`config.mk`:
```
export PLATFORM = sky130hd
export DESIGN_NAME = pipelined_ripple_carry_adder
export DESIGN_NICKNAME = d
export VERILOG_FILES = /design/src/rtl/rca_pkg.sv /design/src/rtl/rca_segment.sv /design/src/rtl/pipelined_ripple_carry_adder.sv
export SDC_FILE = /design/constraint.sdc
export NUM_CORES = 1
export LEC_CHECK = 0
export BUFFER_PORTS_ARGS = -buffer_cell sky130_fd_sc_hd__buf_2
export CAP_MARGIN = 15
export CORE_ASPECT_RATIO = 0.6
export CORE_MARGIN = 3
export CORE_UTILIZATION = 30
export CTS_BUF_LIST = sky130_fd_sc_hd__clkbuf_4 sky130_fd_sc_hd__clkbuf_8
export DETAILED_ROUTE_END_ITERATION = 16
export HOLD_SLACK_MARGIN = 0.12
export PLACE_DENSITY = 0.45
export SLEW_MARGIN = 0
export SYNTH_ARGS = -nofsm -noshare
export SYNTH_HDL_FRONTEND = slang
export SYNTH_SLANG_ARGS = --single-unit
```
`constraint.sdc`:
```
create_clock -name i_clk -period 5.2 [get_ports i_clk]
set_input_delay 0.26 -clock i_clk [delete_from_list [all_inputs] [get_ports i_clk]]
set_output_delay 0.26 -clock i_clk [all_outputs]
set_load 0.02 [all_outputs]
```
`src/rtl/rca_pkg.sv`:
```
// Shared segment geometry helpers and mode encoding for the pipelined ripple-carry adder.
package rca_pkg;

  typedef enum logic {
    ADD = 1'b0,
    SUB = 1'b1
  } mode_e;

  function automatic int seg_width(input int width, input int stages);
    return (width + stages - 1) / stages;
  endfunction

  function automatic int seg_lo(input int k, input int seg);
    return k * seg;
  endfunction

  // The last segment is clipped to the operand width, so it may be narrower.
  function automatic int seg_hi(input int k, input int seg, input int width);
    return (((k + 1) * seg < width) ? (k + 1) * seg : width) - 1;
  endfunction

endpackage

```
`src/rtl/rca_segment.sv`:
```
// Combinational ripple-carry slice of BITS bits; also exposes the carry into its top bit.
module rca_segment
  import rca_pkg::*;
#(
  parameter int BITS = 4
) (
  input  logic [BITS-1:0] a,
  input  logic [BITS-1:0] b,
  input  logic            cin,
  output logic [BITS-1:0] sum,
  output logic            cout,
  output logic            ctop
);

  logic [BITS:0] carry;

  always_comb begin
    carry    = '0;
    sum      = '0;
    carry[0] = cin;
    for (int i = 0; i < BITS; i++) begin
      sum[i]       = a[i] ^ b[i] ^ carry[i];
      carry[i + 1] = (a[i] & b[i]) | (carry[i] & (a[i] ^ b[i]));
    end
  end

  assign cout = carry[BITS];
  assign ctop = carry[BITS-1];

endmodule

```
`src/rtl/pipelined_ripple_carry_adder.sv`:
```
// Ripple-carry adder/subtractor split into STAGES carry-segmented register stages
// with a fully backpressured valid/ready pipeline.
module pipelined_ripple_carry_adder
  import rca_pkg::*;
#(
  parameter int WIDTH  = 13,
  parameter int STAGES = 4
) (
  input  logic             i_clk,
  input  logic             i_rst,
  input  logic             i_valid,
  output logic             o_ready,
  input  logic [WIDTH-1:0] i_add_term1,
  input  logic [WIDTH-1:0] i_add_term2,
  input  logic             i_sub,
  input  logic             i_carry,
  output logic             o_valid,
  input  logic             i_ready,
  output logic [WIDTH:0]   o_result,
  output logic             o_overflow
);

  localparam int SEG = seg_width(WIDTH, STAGES);

  if (WIDTH < 2 || STAGES < 1 || STAGES > WIDTH || seg_lo(STAGES - 1, SEG) >= WIDTH) begin : g_bad_params
    $error("pipelined_ripple_carry_adder: WIDTH/STAGES leave a segment empty");
  end

  mode_e            mode;
  logic [WIDTH-1:0] b_mod;
  logic             c0;

  assign mode  = mode_e'(i_sub);
  assign b_mod = (mode == SUB) ? ~i_add_term2 : i_add_term2;
  assign c0    = (mode == SUB) ? 1'b1 : i_carry;

  for (genvar k = 0; k < STAGES; k++) begin : g_stage
    localparam int LO = seg_lo(k, SEG);
    localparam int HI = seg_hi(k, SEG, WIDTH);
    localparam int NB = HI - LO + 1;

    logic [NB-1:0] seg_a, seg_b, seg_sum;
    logic          seg_cin, seg_cout, seg_ctop;
    logic          v_in, load, valid_q, c_q;
    logic [HI:0]   s_next, s_q;

    if (k == 0) begin : g_src
      assign seg_a   = i_add_term1[HI:0];
      assign seg_b   = b_mod[HI:0];
      assign seg_cin = c0;
      assign v_in    = i_valid;
      assign s_next  = seg_sum;
    end else begin : g_src
      assign seg_a   = g_stage[k-1].g_fwd.a_q[HI:LO];
      assign seg_b   = g_stage[k-1].g_fwd.b_q[HI:LO];
      assign seg_cin = g_stage[k-1].c_q;
      assign v_in    = g_stage[k-1].valid_q;
      assign s_next  = {seg_sum, g_stage[k-1].s_q};
    end

    rca_segment #(.BITS(NB)) u_seg (
      .a    (seg_a),
      .b    (seg_b),
      .cin  (seg_cin),
      .sum  (seg_sum),
      .cout (seg_cout),
      .ctop (seg_ctop)
    );

    always_ff @(posedge i_clk) begin
      if (i_rst) begin
        valid_q <= 1'b0;
        s_q     <= '0;
        c_q     <= 1'b0;
      end else if (load) begin
        valid_q <= v_in;
        s_q     <= s_next;
        c_q     <= seg_cout;
      end
    end

    if (k < STAGES - 1) begin : g_fwd
      logic [WIDTH-1:HI+1] a_q, b_q, a_next, b_next;

      if (k == 0) begin : g_rest
        assign a_next = i_add_term1[WIDTH-1:HI+1];
        assign b_next = b_mod[WIDTH-1:HI+1];
      end else begin : g_rest
        assign a_next = g_stage[k-1].g_fwd.a_q[WIDTH-1:HI+1];
        assign b_next = g_stage[k-1].g_fwd.b_q[WIDTH-1:HI+1];
      end

      // A stage may refill whenever it is empty or its contents move on this cycle.
      assign load = !valid_q || g_stage[k+1].load;

      always_ff @(posedge i_clk) begin
        if (i_rst) begin
          a_q <= '0;
          b_q <= '0;
        end else if (load) begin
          a_q <= a_next;
          b_q <= b_next;
        end
      end
    end else begin : g_out
      logic ovf_q;

      assign load = !valid_q || i_ready;

      always_ff @(posedge i_clk) begin
        if (i_rst) begin
          ovf_q <= 1'b0;
        end else if (load) begin
          ovf_q <= seg_cout ^ seg_ctop;
        end
      end
    end
  end

  assign o_ready    = g_stage[0].load;
  assign o_valid    = g_stage[STAGES-1].valid_q;
  assign o_result   = {g_stage[STAGES-1].c_q, g_stage[STAGES-1].s_q};
  assign o_overflow = g_stage[STAGES-1].g_out.ovf_q;

endmodule

```
## After elaboration in Yosys (flattened, before gate mapping)

Index checks and enable logic that the tools add are counted.

| word-level totals | value |
|---|---|
| register bits | 76 |
| word-level logic and storage cells | 96 |

| operators by class | value |
|---|---|
| muxes and demuxes | 2 |
| bitwise gates (word level) | 67 |
| reductions and logical operators | 8 |

Operators with widths:

| kind | count |
|---|---|
| $xor 1x1->1 | 27 |
| $and 1x1->1 | 26 |
| $mux 13 | 1 |
| $not 13->13 | 1 |
| $or 1x1->1 | 13 |
| $logic_not 1->1 | 4 |
| $logic_or 1x1->1 | 4 |
| $mux 1 | 1 |

## Logic depth before layout (Yosys ltp)

| depth | value |
|---|---|
| depth in word-level cells | 11 |
| gate-level depth with buffers | 12 |
| mapped depth without buffers | 10 |

## Hierarchy

Synthesis repeated with hierarchy kept, for this count alone.

| second synthesis, totals | value |
|---|---|
| cells, all modules | 380 |
| area total of the unflattened synthesis | 3184.3 sq um |

Modules (own cells, without submodules):

| module | times used | cells each | area an instance (sq um) | seq. area each (sq um) |
|---|---|---|---|---|
| pipelined_ripple_carry_adder | 1 | 342 | 2826.5 | 1521.5 |
| rca_segment (g_stage[0].u_seg ...) | 3 | 12 | 110.1 | 0.0 |
| rca_segment (g_stage[3].u_seg) | 1 | 2 | 27.5 | 0.0 |

## Least setup slack after synthesis

No wires, ideal clock.

| timing path | value |
|---|---|
| path type | input to register |
| start point | input port i_sub |
| end point | register g_stage[0].s_q[3] |
| library setup time | 0.132 ns |
| arrival | 2.329 ns |
| required time | 5.068 ns |
| setup slack | 2.738 ns |
| stages on the path | 12 |
| buffers on the path | 2 |
| cells stage by stage | buf_4 -> buf_2 -> xnor2_1 -> fa_1 -> inv_1 -> fa_1 -> inv_1 -> fa_1 -> inv_1 -> fa_1 -> o21ai_0 -> a21oi_1 |

| between the ends | value |
|---|---|
| word-level cells in the longest chain between the ends | 9 |

RTL lines:

| what | line | source |
|---|---|---|
| start, declared | pipelined_ripple_carry_adder.sv:15 | `input logic i_sub,` |
| $mux 13 | pipelined_ripple_carry_adder.sv:34 | `assign b_mod = (mode == SUB) ? ~i_add_term2 : i_add_term2;` |
| $xor 1x1->1 | rca_segment.sv:23 | `carry[i + 1] = (a[i] & b[i]) \| (carry[i] & (a[i] ^ b[i]));` |
| $and 1x1->1 | rca_segment.sv:23 |  |
| $or 1x1->1 | rca_segment.sv:23 |  |
| $and 1x1->1 | rca_segment.sv:23 |  |
| $or 1x1->1 | rca_segment.sv:23 |  |
| $and 1x1->1 | rca_segment.sv:23 |  |
| $or 1x1->1 | rca_segment.sv:23 |  |
| $xor 1x1->1 * | rca_segment.sv:22 | `sum[i] = a[i] ^ b[i] ^ carry[i];` |
| via g_stage[0].s_next[3] | pipelined_ripple_carry_adder.sv:45 | `logic [HI:0] s_next, s_q;` |
| end signal, assigned | pipelined_ripple_carry_adder.sv:77 | `s_q <= s_next;` |
| end, declared | pipelined_ripple_carry_adder.sv:45 |  |

The timed path passes the listed nets; every way through them passes the cells marked *.
A chain may end at the register's enable or synchronous reset.

## Worst setup path after layout

| timing path | value |
|---|---|
| start point | register g_stage[3].valid_q, in the netlist o_valid |
| end point | output port o_ready |

| between the ends | value |
|---|---|
| word-level cells in the longest chain between the ends | 5 |

RTL lines:

| what | line | source |
|---|---|---|
| start, declared | pipelined_ripple_carry_adder.sv:44 | `logic v_in, load, valid_q, c_q;` |
| start signal, assigned | pipelined_ripple_carry_adder.sv:76 | `valid_q <= v_in;` |
| $logic_not 1->1 | pipelined_ripple_carry_adder.sv:108 | `assign load = !valid_q \|\| i_ready;` |
| $logic_or 1x1->1 | pipelined_ripple_carry_adder.sv:108 |  |
| $logic_or 1x1->1 (3 in series) | pipelined_ripple_carry_adder.sv:94 | `assign load = !valid_q \|\| g_stage[k+1].load;` |
| end, declared | pipelined_ripple_carry_adder.sv:12 | `output logic o_ready,` |

No other way between the ends.

==> summary.md <==
| Metric | Value |
|---|---|
| CTS tree | `done` |
| Drt drc | `0` |
| CP Capture Point | `o_ready` |
| Final Wtd Congestion | `between 0.7 and 0.8` |
| Via Count | `roughly 2500` |
| # rows | `28` |
| Worst min-delay path category | `in2reg` |
| Die area | `between 0.01 and 0.015 sq mm` |
| Clock-pin slew on the worst setup and hold paths | `0.08 ns` |
| Wire length per cell | `between 10 and 15 um` |
| Post-place setup slack | `around 2.6 ns` |
| Crit. End Element | `primary output` |
| CP arrival | `between 2 and 2.5 ns` |
| Initial antenna violation count | `0` |
| GRT overflow | `0` |
| Longest Clk Path Bufs | `2` |
| # hold bufs at CTS | `0` |
| DRT iter0 DRCs | `110` |
| Async SR Flop Fraction | `0%` |
| Post-synth net total | `just over 400` |
| #FFs+latches synth | `76` |
| Final ANT Viol Nets | `0` |
| Max IR drop VDD | `between 0.1 and 0.15 mV` |
| Post-synth top flop | `dfxtp_1` |
| Synth area leader | `dfxtp_1` |
| Max Cap Violations | `0` |
| Synth Area per Inst | `8.75 sq um` |
| Final Skew | `about 0.006 ns` |
| Tmin final | `between 2 and 3 ns` |
| Tcrit/Tclk final | `about half` |
| Sequential cell area fraction in the yosys report | `between 40% and 50%` |
| WS Path Type | `reg2out` |
| Drt via density | `4.56` |
| Core ar. | `just over 0.01 sq mm` |
| Clock sink count | `76` |
| Total track usage | `12.6%` |
| Cells after Synth | `369` |
| Final WL | `roughly 7000 um` |
| Number of I/O port buffers | `48` |
| Vias in the first global route | `~2500` |
| CTS resizes | `0` |
| Startpoint Class | `flip-flop` |
| R2R depth | `8` |
| Worst-Skew Late Latency | `roughly 0.35 ns` |
| Placed inst area | `between 0.003 and 0.004 sq mm` |
| # diodes | `0` |
| Synth cell count leaders | `nand2_1, dfxtp_1, a21oi_1` |
| Slew at the pin with the worst max-slew slack | `around 1.1 ns` |
| Leak | `between 1 and 1.5 nW` |
| Cell Pwr Density | `roughly 320 mW/mm^2` |
| Initial core utilization | `about a third` |
| Slew Limit Headroom | `slightly below 30%` |
| Placed insts | `between 500 and 600` |
| Synth unique cells | `27` |
| Die Y | `roughly 86 um` |
| R2r endpoint | `g_stage[1].s_q[7]` |
| Post-synth EDFFs | `0` |
| Worst Slack Setup Final | `2.70 ns` |
| Min Hold Slack | `roughly 0.15 ns` |
| Status | `completed` |
| Slew Viols, Final | `0` |
| FMAX | `around 0.40 GHz` |
| Die width | `140 um` |
| Cell area after layout | `0.00368 sq mm` |
| Post-CTS Setup Bufs | `0` |
| Pin count of the biggest net entering global routing | `77` |
| DP Wirelength | `just under 5000 um` |
| Final setup violation count | `0` |
| Reg2Reg Setup Slack | `between 2 and 3 ns` |
| CP startpoint | `o_valid` |
| Crit Path Max Fanout | `24` |
| Boundary Pins | `just under 50` |
| Final net count | `between 400 and 500` |
| CTS root buf | `clkbuf_8` |
| Synthesis Warnings | `0` |
| TritonCTS Buffers | `9` |
| Reg2reg start | `g_stage[0].c_q` |
| Setup TNS Final | `0 ns` |
| Htree depth | `3` |
| Top-count cell post-synth | `nand2_1` |
| Area Growth Syn to Fin | `14.1%` |
| Finished Layout Cells | `between 500 and 600` |
| Area fraction of the dominant cell type after synthesis | `approximately 47%` |
| CP required | `between 4 and 5 ns` |
| RSZ-0062 raised after global routing | `false` |
| Final hold violation count | `0` |
| Ratio of cells with drive above 1 in the final layout | `between 10% and 20%` |
| Top post-synthesis cells by area | `dfxtp_1, nand2_1, a21oi_1, fa_1, xnor2_1` |
| First-pass DRT Iterations | `4` |
| First-pass GRT wire length | `12200 um` |
| Mapped cell area | `around 0.0032 sq mm` |
area by class of cell:
class	count	area, sq um
fillers	1086	6480
repair buffers	50	255
well taps	135	169
clock inverters	1	5.00
flip-flops and latches	76	1520
clock buffers	15	188
inverters	23	86.3
multi-input cells	240	1460
cells in the final DEF, fill, tap and decap left out, drive strengths merged, types with 2 or more instances in the layout:
cell / netlist / routed
xnor2: 12 / 12
inv: 23 / 23
or3: 2 / 2
nor3: 11 / 11
a21oi: 54 / 54
buf: 19 / 50
dfxtp: 76 / 76
nand2: 83 / 83
a211oi: 19 / 19
o21ai: 12 / 12
fa: 13 / 13
nand4: 10 / 10
xor2: 2 / 2
nor2: 15 / 15
clkbuf: 11 / 15
cells by family after synthesis:
kind of cell	after synthesis	synth area share, %
AND/OR/NAND/NOR	128	17.4
AO/OA/AOI/OAI	85	15.9
flip-flops	76	47.1
buffers and inverters	53	7.67
XOR/XNOR	14	3.80
adder cells (fa/ha/maj)	13	8.06
sequential cells by signal, summed over array words and instances, names as in the netlist:
| name | flops |
|---|---|
| g_stage.s_q | 37 |
| g_stage.c_q | 4 |
| o_overflow | 1 |
| g_stage.valid_q | 3 |
| g_stage.g_fwd.b_q | 15 |
| o_valid | 1 |
| g_stage.g_fwd.a_q | 15 |
metrics by stage:
stage | total power [mW] | util [%]
after global routing | 1.26 | 36.3
after detailed placement | 0.772 | 34.4
after global placement | 0.771 | 34.4
after floorplan | 0.732 | -
final | 1.19 | 36.3
after CTS | 1.21 | 36.3
power breakdown:
part | switching (mW) | internal [mW] | total [mW]
clock | 0.206 | 0.228 | 0.435
combinational | 0.0609 | 0.0501 | 0.111
sequential | 0.0240 | 0.621 | 0.645
worst min-delay path by stage:
stage	startpoint	to	slack, ns	depth (start not counted)
floorplan	i_valid	g_stage[0].valid_q	0.39	2
CTS	i_valid	g_stage[0].valid_q	0.13	3
global placement	g_stage[3].s_q[8]	g_stage[3].s_q[8]	0.44	2
global route	i_valid	g_stage[0].valid_q	0.15	3
detailed placement	g_stage[3].s_q[3]	g_stage[3].s_q[3]	0.44	2
finish	i_valid	g_stage[0].valid_q	0.15	3
layer usage:
layer	track usage, %	vias up	share of wire (%)
li1	-	1272	-
met3	4.47	9	4.6
met1	17.7	1146	53
met2	18.3	36	41
met5	0	-	0
met4	3.69	0	0.88
worst max-delay path, cell delays in order (launching register included):
cell     delay, ns
dfxtp_1       0.42
and3b_1       0.86
nand3_4       0.34
buf_2         0.27
Note: power is estimated with default switching activity, not from simulation.
